**src/rtl/counter_timer_ctrl_pkg.sv**
```systemverilog
// rtl/counter_timer_ctrl_pkg.sv - shared state encodings and mode constants for the timer controller
package counter_timer_ctrl_pkg;

    typedef enum logic [1:0] {
        ST_IDLE = 2'd0,
        ST_RUN  = 2'd1,
        ST_HOLD = 2'd2
    } state_t;

    localparam logic MODE_ONESHOT  = 1'b0;
    localparam logic MODE_PERIODIC = 1'b1;

endpackage

```
**src/rtl/counter_timer_ctrl_prescaler.sv**
```systemverilog
// rtl/counter_timer_ctrl_prescaler.sv - clock-enable prescaler counting 0..limit while enabled
module counter_timer_ctrl_prescaler #(
    parameter int PRE_WIDTH = 4
) (
    input  logic                 clk,
    input  logic                 reset_n,
    input  logic                 en,
    input  logic                 clr,
    input  logic [PRE_WIDTH-1:0] limit,
    output logic                 tc
);

    logic [PRE_WIDTH-1:0] count;

    // Terminal count is combinational so the counter steps on the same edge the prescaler wraps
    assign tc = en && (count == limit);

    // Count while enabled, wrap at limit; clear wins so a fresh config always starts aligned
    always_ff @(posedge clk or negedge reset_n) begin
        if (!reset_n) begin
            count <= '0;
        end else if (clr) begin
            count <= '0;
        end else if (en) begin
            if (count == limit) begin
                count <= '0;
            end else begin
                count <= count + 1'b1;
            end
        end
    end

endmodule

```
**src/rtl/counter_timer_ctrl.sv**
```systemverilog
// rtl/counter_timer_ctrl.sv - programmable timer sequencer with configure/run/hold phases
module counter_timer_ctrl
    import counter_timer_ctrl_pkg::*;
#(
    parameter int WIDTH     = 8,
    parameter int PRE_WIDTH = 4
) (
    input  logic                 clk,
    input  logic                 reset_n,
    input  logic                 cfg_valid,
    output logic                 cfg_ready,
    input  logic [WIDTH-1:0]     cfg_period,
    input  logic [PRE_WIDTH-1:0] cfg_prescale,
    input  logic                 cfg_mode,
    input  logic                 start,
    input  logic                 stop,
    output logic [WIDTH-1:0]     value,
    output logic                 busy,
    output logic                 tick,
    output logic                 done
);

    state_t               state_q;
    state_t               state_d;
    logic [WIDTH-1:0]     period_q;
    logic [PRE_WIDTH-1:0] prescale_q;
    logic                 mode_q;
    logic [WIDTH-1:0]     value_q;
    logic                 tick_q;
    logic                 done_q;

    logic                 cfg_acc;
    logic                 run_en;
    logic                 pre_tc;
    logic                 terminal;
    logic [WIDTH-1:0]     start_period;

    assign cfg_acc = cfg_valid && cfg_ready;
    // A stop edge is already a hold edge, so it must not count
    assign run_en  = (state_q == ST_RUN) && !stop;
    assign terminal = pre_tc && (value_q == period_q - WIDTH'(1));
    // A config arriving with the start is the period that start must honour
    assign start_period = cfg_acc ? cfg_period : period_q;

    counter_timer_ctrl_prescaler #(
        .PRE_WIDTH (PRE_WIDTH)
    ) u_prescaler (
        .clk     (clk),
        .reset_n (reset_n),
        .en      (run_en),
        .clr     (cfg_acc),
        .limit   (prescale_q),
        .tc      (pre_tc)
    );

    // State register
    always_ff @(posedge clk or negedge reset_n) begin
        if (!reset_n) begin
            state_q <= ST_IDLE;
        end else begin
            state_q <= state_d;
        end
    end

    // Next-state logic; stop always beats a simultaneous start
    always_comb begin
        state_d = state_q;
        case (state_q)
            ST_IDLE: begin
                if (start && !stop && (start_period != '0)) begin
                    state_d = ST_RUN;
                end
            end
            ST_RUN: begin
                if (stop) begin
                    state_d = ST_HOLD;
                end else if (terminal && (mode_q == MODE_ONESHOT)) begin
                    state_d = ST_IDLE;
                end
            end
            ST_HOLD: begin
                if (start && !stop) begin
                    state_d = ST_RUN;
                end
            end
            default: state_d = ST_IDLE;
        endcase
    end

    // State-decoded outputs
    always_comb begin
        cfg_ready = (state_q != ST_RUN);
        busy      = (state_q == ST_RUN) || (state_q == ST_HOLD);
    end

    // Configuration registers, loaded only on an accepted request
    always_ff @(posedge clk or negedge reset_n) begin
        if (!reset_n) begin
            period_q   <= '0;
            prescale_q <= '0;
            mode_q     <= MODE_ONESHOT;
        end else if (cfg_acc) begin
            period_q   <= cfg_period;
            prescale_q <= cfg_prescale;
            mode_q     <= cfg_mode;
        end
    end

    // Count value: cleared by config, stepped by the prescaler, wrapped at terminal count
    always_ff @(posedge clk or negedge reset_n) begin
        if (!reset_n) begin
            value_q <= '0;
        end else if (cfg_acc) begin
            value_q <= '0;
        end else if (pre_tc) begin
            value_q <= terminal ? '0 : value_q + WIDTH'(1);
        end
    end

    // Event pulses, high only in the cycle after the terminal edge
    always_ff @(posedge clk or negedge reset_n) begin
        if (!reset_n) begin
            tick_q <= 1'b0;
            done_q <= 1'b0;
        end else begin
            tick_q <= terminal;
            done_q <= terminal && (mode_q == MODE_ONESHOT);
        end
    end

    assign value = value_q;
    assign tick  = tick_q;
    assign done  = done_q;

endmodule

```
**config.mk**
```make
export PLATFORM = sky130hd
export DESIGN_NAME = counter_timer_ctrl
export DESIGN_NICKNAME = d
export VERILOG_FILES = /design/src/rtl/counter_timer_ctrl_pkg.sv /design/src/rtl/counter_timer_ctrl_prescaler.sv /design/src/rtl/counter_timer_ctrl.sv
export SDC_FILE = /design/constraint.sdc
export NUM_CORES = 1
export LEC_CHECK = 0
export ABC_AREA = 0
export ABC_CLOCK_PERIOD_IN_PS = 3600
export CAP_MARGIN = 40
export CORE_ASPECT_RATIO = 0.75
export CORE_MARGIN = 2
export CORE_UTILIZATION = 57
export CTS_CLUSTER_DIAMETER = 40
export DETAILED_ROUTE_END_ITERATION = 8
export GPL_ROUTABILITY_DRIVEN = 0
export PLACE_DENSITY = 0.85
export SYNTH_ARGS = -nofsm -noshare
export SYNTH_HDL_FRONTEND = slang
export SYNTH_SLANG_ARGS = --single-unit
```
**constraint.sdc**
```tcl
create_clock -name clk -period 3.6 [get_ports clk]
set_input_delay 0.9 -clock clk [delete_from_list [all_inputs] [get_ports clk]]
set_output_delay 0.9 -clock clk [all_outputs]
set_load 0.01 [all_outputs]
```
==> impl_metrics.env, run 1 <==
export IMPL_vias_per_cell=6.14
export IMPL_power_leakage_uw=0.000930
export IMPL_nets=236
export IMPL_dpl_hpwl_mm=3.24
export IMPL_firstDrtPassIters=4
export IMPL_holdWs_ns=0.529
export IMPL_fin_ws_ns=0.500
export IMPL_synth_main_ff_cell="dfrtp_1"
export IMPL_netlist_cell_type_count=52
export IMPL_drive_above_1_share_pct=15.1
export IMPL_cts_sinks=29
export IMPL_clockBufferDepth=2
export IMPL_num_fill_cells=216
export IMPL_port_buffers=29
export IMPL_io_pins=30
export IMPL_power_per_cell_area_mw_per_mm2=653
export IMPL_wl_per_cell_um=17.7
export IMPL_initial_core_util_pct=60.8
export IMPL_cts_tree="built"
export IMPL_path_max_fanout=4
export IMPL_period_needed_ns=3.10
export IMPL_async_flop_share_pct=100
export IMPL_grt_pass1_vias=1534
export IMPL_diodes=0
export IMPL_tightest_slew_ns=0.625
export IMPL_core_sq_mm=0.00300
export IMPL_timing_slew_headroom_pct=58.2
export IMPL_ys_seq_elements=29
export IMPL_regArea_sq_um=726
export IMPL_cts_hold_fix_buffers=0
export IMPL_syn_nets=203
export IMPL_fin_crit_sh_pct=86.1
export IMPL_avgSynthCellArea_sq_um=10.2
export IMPL_drt_iter0_drc=134
export IMPL_post_route_drc_count=0
export IMPL_via_count=1535
export IMPL_rows=17
export IMPL_ys_warn_count=0
export IMPL_maxCapViolations=0
export IMPL_yosys_area_top_type="dfrtp_1"
export IMPL_fin_setup_tns_ns=0
export IMPL_max_freq_ghz=0.323
export IMPL_ir_worst_vdd_uv=395
export IMPL_pre_cts_ws_ns=0.263
export IMPL_required_ns=3.78
export IMPL_finClkSkew_ns=0.00548
export IMPL_hold_viol=0
export IMPL_synthCells=178
export IMPL_totalWireLength_mm=4.42
export IMPL_cp_arrival_ns=3.28
export IMPL_post_cts_setup_buffers=0
export IMPL_cp_start_kind="input pin"
export IMPL_multiInputGateArea_sq_mm=0.00103
export IMPL_grtUsageTotal_pct=26.5
export IMPL_synth_top_area_share_pct=39.8
export IMPL_cp_end_kind="register"
export IMPL_cts_max_level=2
export IMPL_cts_clk_slew_worst_paths_ns=0.07
export IMPL_worstSetupPathType="in -> reg"
export IMPL_finalSetupViolCount=0
export IMPL_dieArea_sq_mm=0.00367
export IMPL_detail_route_antenna_nets=0
export IMPL_antenna_found_initial=0
export IMPL_grt_overflow=0
export IMPL_clockRootBuffer="clkbuf_8"
export IMPL_insertion_delay_ns=0.29
export IMPL_yosys_top_cells_area="dfrtp_1 40%, mux2_2 6.2%, ha_1 4.8%"
export IMPL_die_w_um=69.3
export IMPL_area_growth_pct=23.7
export IMPL_netlist_area_sq_mm=0.00182
export IMPL_finalPower_uw=1470
export IMPL_drv_slew=0
export IMPL_status="finished, final reports clean"
export IMPL_grt_setup_unrepaired="no"
export IMPL_yosysMostFrequentCell="dfrtp_1"
export IMPL_die_y_um=53.0
export IMPL_hp_class="reg -> reg"
export IMPL_final_util_pct=75.2
export IMPL_grt_pass1_wl_mm=7.25
export IMPL_synth_edff_count=0
export IMPL_synth_common_cells="29 x dfrtp_1, 16 x nor2_1, 12 x nand3_1, 10 x mux2_2, 9 x xnor2_1"
export IMPL_ys_seq_area_share_pct=39.8
export IMPL_cts_inserted_buffers=5
export IMPL_grt_max_degree=30
export IMPL_post_cts_resized=0
-- registers in the layout, indices dropped and copies added, names as in the netlist --
| register | cells |
|---|---|
| period_q | 8 |
| value | 8 |
| prescale_q | 4 |
| u_prescaler.count | 4 |
| state_q | 2 |
| done | 1 |
| mode_q | 1 |
| tick | 1 |
-- cell usage in the layout (no fill, tap or decap), drive strengths merged, types with 2 or more instances in the layout --
master / netlist / final
dfrtp: 29 / 29
clkdlybuf4s50: 0 / 29
nor2: 16 / 16
nand3: 12 / 12
mux2: 12 / 12
xnor2: 9 / 9
inv: 8 / 8
nand2: 8 / 8
ha: 7 / 7
clkbuf: 3 / 7
nor3: 7 / 7
o21ai: 6 / 6
xor2: 4 / 4
a31oi: 4 / 4
buf: 4 / 4
nand2b: 3 / 3
nand4b: 3 / 3
nor2b: 3 / 3
mux2i: 3 / 3
a211o: 3 / 3
o221ai: 2 / 2
nand3b: 2 / 2
a21oi: 2 / 2
and3: 2 / 2
a22o: 2 / 2
a221o: 2 / 2
nor4: 2 / 2
o31ai: 2 / 2
a211oi: 2 / 2
-- final cells by class --
cell class	count	share of cell area, %
flip-flops and latches	29	32.2
multi-input cells	134	45.7
clock inverters	1	0.222
repair buffers	33	14.2
inverters	8	1.33
well taps	38	2.11
clock buffers	7	4.27
-- final timing paths --
kind,cells after the start,startpoint,slack (ns),to
min reg2reg,1,prescale_q[0],0.53,prescale_q[0]
max in group asynchronous,2,reset_n,2.32,value[1]
max reg2reg,8,state_q[1],0.87,state_q[1]
min in group asynchronous,2,reset_n,1.00,value[4]
max,7,cfg_valid,0.50,state_q[1]
min,1,prescale_q[0],0.53,prescale_q[0]
-- per-stage QoR --
stage / instance area (sq um) / instances
after floorplan: 1820 / 178
after global placement: 2150 / 242
after detailed placement: 2150 / 242
after CTS: 2260 / 250
after global routing: 2260 / 250
final: 2260 / 250
-- where the power goes --
group / total (uW) / switching [uW] / internal [uW]
clock: 303 / 131 / 173
combinational: 630 / 335 / 295
sequential: 538 / 121 / 417
-- logic make-up (layout without fill, tap and decap cells) --
logic type | count (synthesis) | in the layout | synth area share (%)
simple gates | 65 | 65 | 21.3
compound gates | 34 | 34 | 15.2
flops | 29 | 29 | 39.8
mux | 15 | 15 | 9.06
buf+inv | 15 | 49 | 3.64
xor+xnor | 13 | 13 | 6.25
fa+ha+maj | 7 | 7 | 4.80
-- layer usage --
| layer | share of wire, % | GRT usage, % | up-vias |
|---|---|---|---|
| li1 | - | - | 714 |
| met1 | 42 | 33.3 | 747 |
| met2 | 49 | 43.4 | 65 |
| met3 | 7.6 | 6.48 | 9 |
| met4 | 1.7 | 13.1 | 0 |
| met5 | 0 | 0 | - |
-- critical path, cell delays in order --
cell and delay [ns]:
clkdlybuf4s50_1 0.50, nor2b_1 0.32, mux2_1 0.40, a211o_1 0.31, o21ai_0 0.45, nor2_1 0.11
a211o_1 0.28
(Power assumes the default switching activity.)
==> run 2: changes to the inputs <==
--- a/config.mk
+++ b/config.mk
@@ -7,7 +7,6 @@
 export LEC_CHECK = 0
 export ABC_AREA = 0
 export ABC_CLOCK_PERIOD_IN_PS = 3600
-export CAP_MARGIN = 40
 export CORE_ASPECT_RATIO = 0.75
 export CORE_MARGIN = 2
 export CORE_UTILIZATION = 57
@@ -18,3 +17,4 @@
 export SYNTH_ARGS = -nofsm -noshare
 export SYNTH_HDL_FRONTEND = slang
 export SYNTH_SLANG_ARGS = --single-unit
+export TNS_END_PERCENT = 50
==> results of run 2 <==
Final layout, timing and power as in run 1 (identical DEF).
==> run 3: changes to the inputs <==
--- a/config.mk
+++ b/config.mk
@@ -9,11 +9,12 @@
 export ABC_CLOCK_PERIOD_IN_PS = 3600
 export CORE_ASPECT_RATIO = 0.75
 export CORE_MARGIN = 2
-export CORE_UTILIZATION = 57
+export CORE_UTILIZATION = 59
+export CTS_BUF_LIST = sky130_fd_sc_hd__clkbuf_2
 export CTS_CLUSTER_DIAMETER = 40
 export DETAILED_ROUTE_END_ITERATION = 8
 export GPL_ROUTABILITY_DRIVEN = 0
-export PLACE_DENSITY = 0.85
+export PLACE_DENSITY = 0.87
 export SYNTH_ARGS = -nofsm -noshare
 export SYNTH_HDL_FRONTEND = slang
 export SYNTH_SLANG_ARGS = --single-unit
==> impl_metrics.env, run 3 (synthesis gave the netlist of run 1 again) <==
export IMPL_rows=17
export IMPL_cp_start_kind="register"
export IMPL_insertion_delay_ns=0.39
export IMPL_tightest_slew_ns=0.564
export IMPL_diodes=0
export IMPL_vias_per_cell=5.97
export IMPL_path_max_fanout=6
export IMPL_required_ns=2.70
export IMPL_grt_pass1_wl_mm=6.85
export IMPL_cp_arrival_ns=1.91
export IMPL_drive_above_1_share_pct=14.6
export IMPL_p_int_uw=760
export IMPL_initial_core_util_pct=62.1
export IMPL_grt_setup_unrepaired="no"
export IMPL_wl_per_cell_um=16.1
export IMPL_post_cts_resized=0
export IMPL_cts_clk_slew_worst_paths_ns=0.16
export IMPL_switching_share_pct=42.4
export IMPL_maxCapViolations=0
export IMPL_finClkSkew_ns=0.0127
export IMPL_clockRootBuffer="clkbuf_2"
export IMPL_clock_power_share_pct=12.5
export IMPL_worstSetupPathType="reg -> out"
export IMPL_power_leakage_uw=0.000908
export IMPL_cts_inserted_buffers=5
export IMPL_period_needed_ns=2.81
export IMPL_ir_worst_vdd_uv=513
export IMPL_fin_setup_tns_ns=0
export IMPL_totalWireLength_mm=4.04
export IMPL_dpl_hpwl_mm=3.06
export IMPL_timing_slew_headroom_pct=62.3
export IMPL_finalSetupViolCount=0
export IMPL_hp_class="reg -> reg"
export IMPL_area_growth_pct=20.7
export IMPL_layout_common_cells="29 x dfrtp_1, 29 x clkdlybuf4s50_1, 16 x nor2_1, 12 x nand3_1, 10 x mux2_2"
export IMPL_detail_route_antenna_nets=0
export IMPL_post_cts_setup_buffers=0
export IMPL_io_pins=30
export IMPL_hold_viol=0
export IMPL_combPwrFrac_pct=47.1
export IMPL_grt_pass1_vias=1475
export IMPL_drv_slew=0
export IMPL_cts_tree="built"
export IMPL_post_route_drc_count=0
export IMPL_core_sq_mm=0.00294
export IMPL_drt_iter0_drc=164
export IMPL_grtUsageTotal_pct=27.2
export IMPL_fin_crit_sh_pct=78.2
export IMPL_finalPower_uw=1320
export IMPL_num_fill_cells=210
export IMPL_cts_max_level=2
export IMPL_cp_end_kind="output port"
export IMPL_dieArea_sq_mm=0.00356
export IMPL_firstDrtPassIters=4
export IMPL_cts_sinks=29
export IMPL_power_per_cell_area_mw_per_mm2=600
export IMPL_cts_hold_fix_buffers=0
export IMPL_status="finished, final reports clean"
export IMPL_switchingPower_uw=561
export IMPL_clockBufferDepth=2
export IMPL_grt_max_degree=30
export IMPL_die_y_um=52.1
export IMPL_die_w_um=68.2
export IMPL_max_freq_ghz=0.355
export IMPL_port_buffers=29
export IMPL_via_count=1498
export IMPL_nets=237
export IMPL_antenna_found_initial=0
export IMPL_grt_overflow=0
export IMPL_p_seq_share_pct=40.4
run 3: changes by cell type in the layout (fill, tap and decap cells not counted), sizes merged:
cell    before  now
buf          4    5
clkbuf       7    5
clkinv       1    3
run 3: worst paths after layout:
check / startpoint / end / slack (ns) / depth (start not counted)
worst max-delay path: state_q[1] / cfg_ready / 0.79 / 4
worst min-delay path: prescale_q[3] / prescale_q[3] / 0.56 / 1
worst max register to register: state_q[1] / state_q[0] / 1.11 / 9
worst min register to register: prescale_q[3] / prescale_q[3] / 0.56 / 1
max in group asynchronous: reset_n / period_q[5] / 2.45 / 2
min in group asynchronous: reset_n / value[7] / 0.86 / 2
run 3: area by class of cell:
type                       count  area [sq um]  share of cell area [%]
clock buffer                   5          25.0                    1.14
clock inverter                 3          12.5                   0.569
inverter                       8          30.0                    1.37
multi-input combinational    134          1030                    46.9
sequential                    29           726                    33.0
tap                           38          47.5                    2.16
timing repair buffer          34           328                    14.9
run 3: stage by stage:
stage               setup slack, ns  hold WS [ns]  utilization (%)  instances  area [sq um]
CTS                           0.797         0.558             74.9        251          2200
global route                  0.674         0.571             74.9        251          2200
floorplan                     0.989         0.501                -        178          1820
global placement              0.557         0.516             73.7        243          2160
finish                        0.786         0.560             74.9        251          2200
detailed placement            0.486         0.525             73.7        243          2160
run 3: per-layer routing:
metal / part of all wire, % / vias up / global-route usage, %
met3: 7.3 / 6 / 9.31
li1: - / 717 / -
met1: 46 / 724 / 38.6
met5: 0 / - / 0
met4: 1.7 / 0 / 11.0
met2: 45 / 51 / 37.5
run 3: power by group through the flow:
stage | Clock (uW) | Combinational [uW] | Sequential (uW)
after floorplan | 0 | 488 | 490
after global routing | 180 | 693 | 548
after CTS | 166 | 622 | 531
after global placement | 0 | 586 | 528
final | 166 | 622 | 533
after detailed placement | 0 | 616 | 539
run 3: worst max-delay path: stages, from the launching register on:
cell             delay (ns)
dfrtp_1                0.43
inv_1                  0.10
ha_1                   0.28
inv_1                  0.15
clkdlybuf4s50_1        0.56
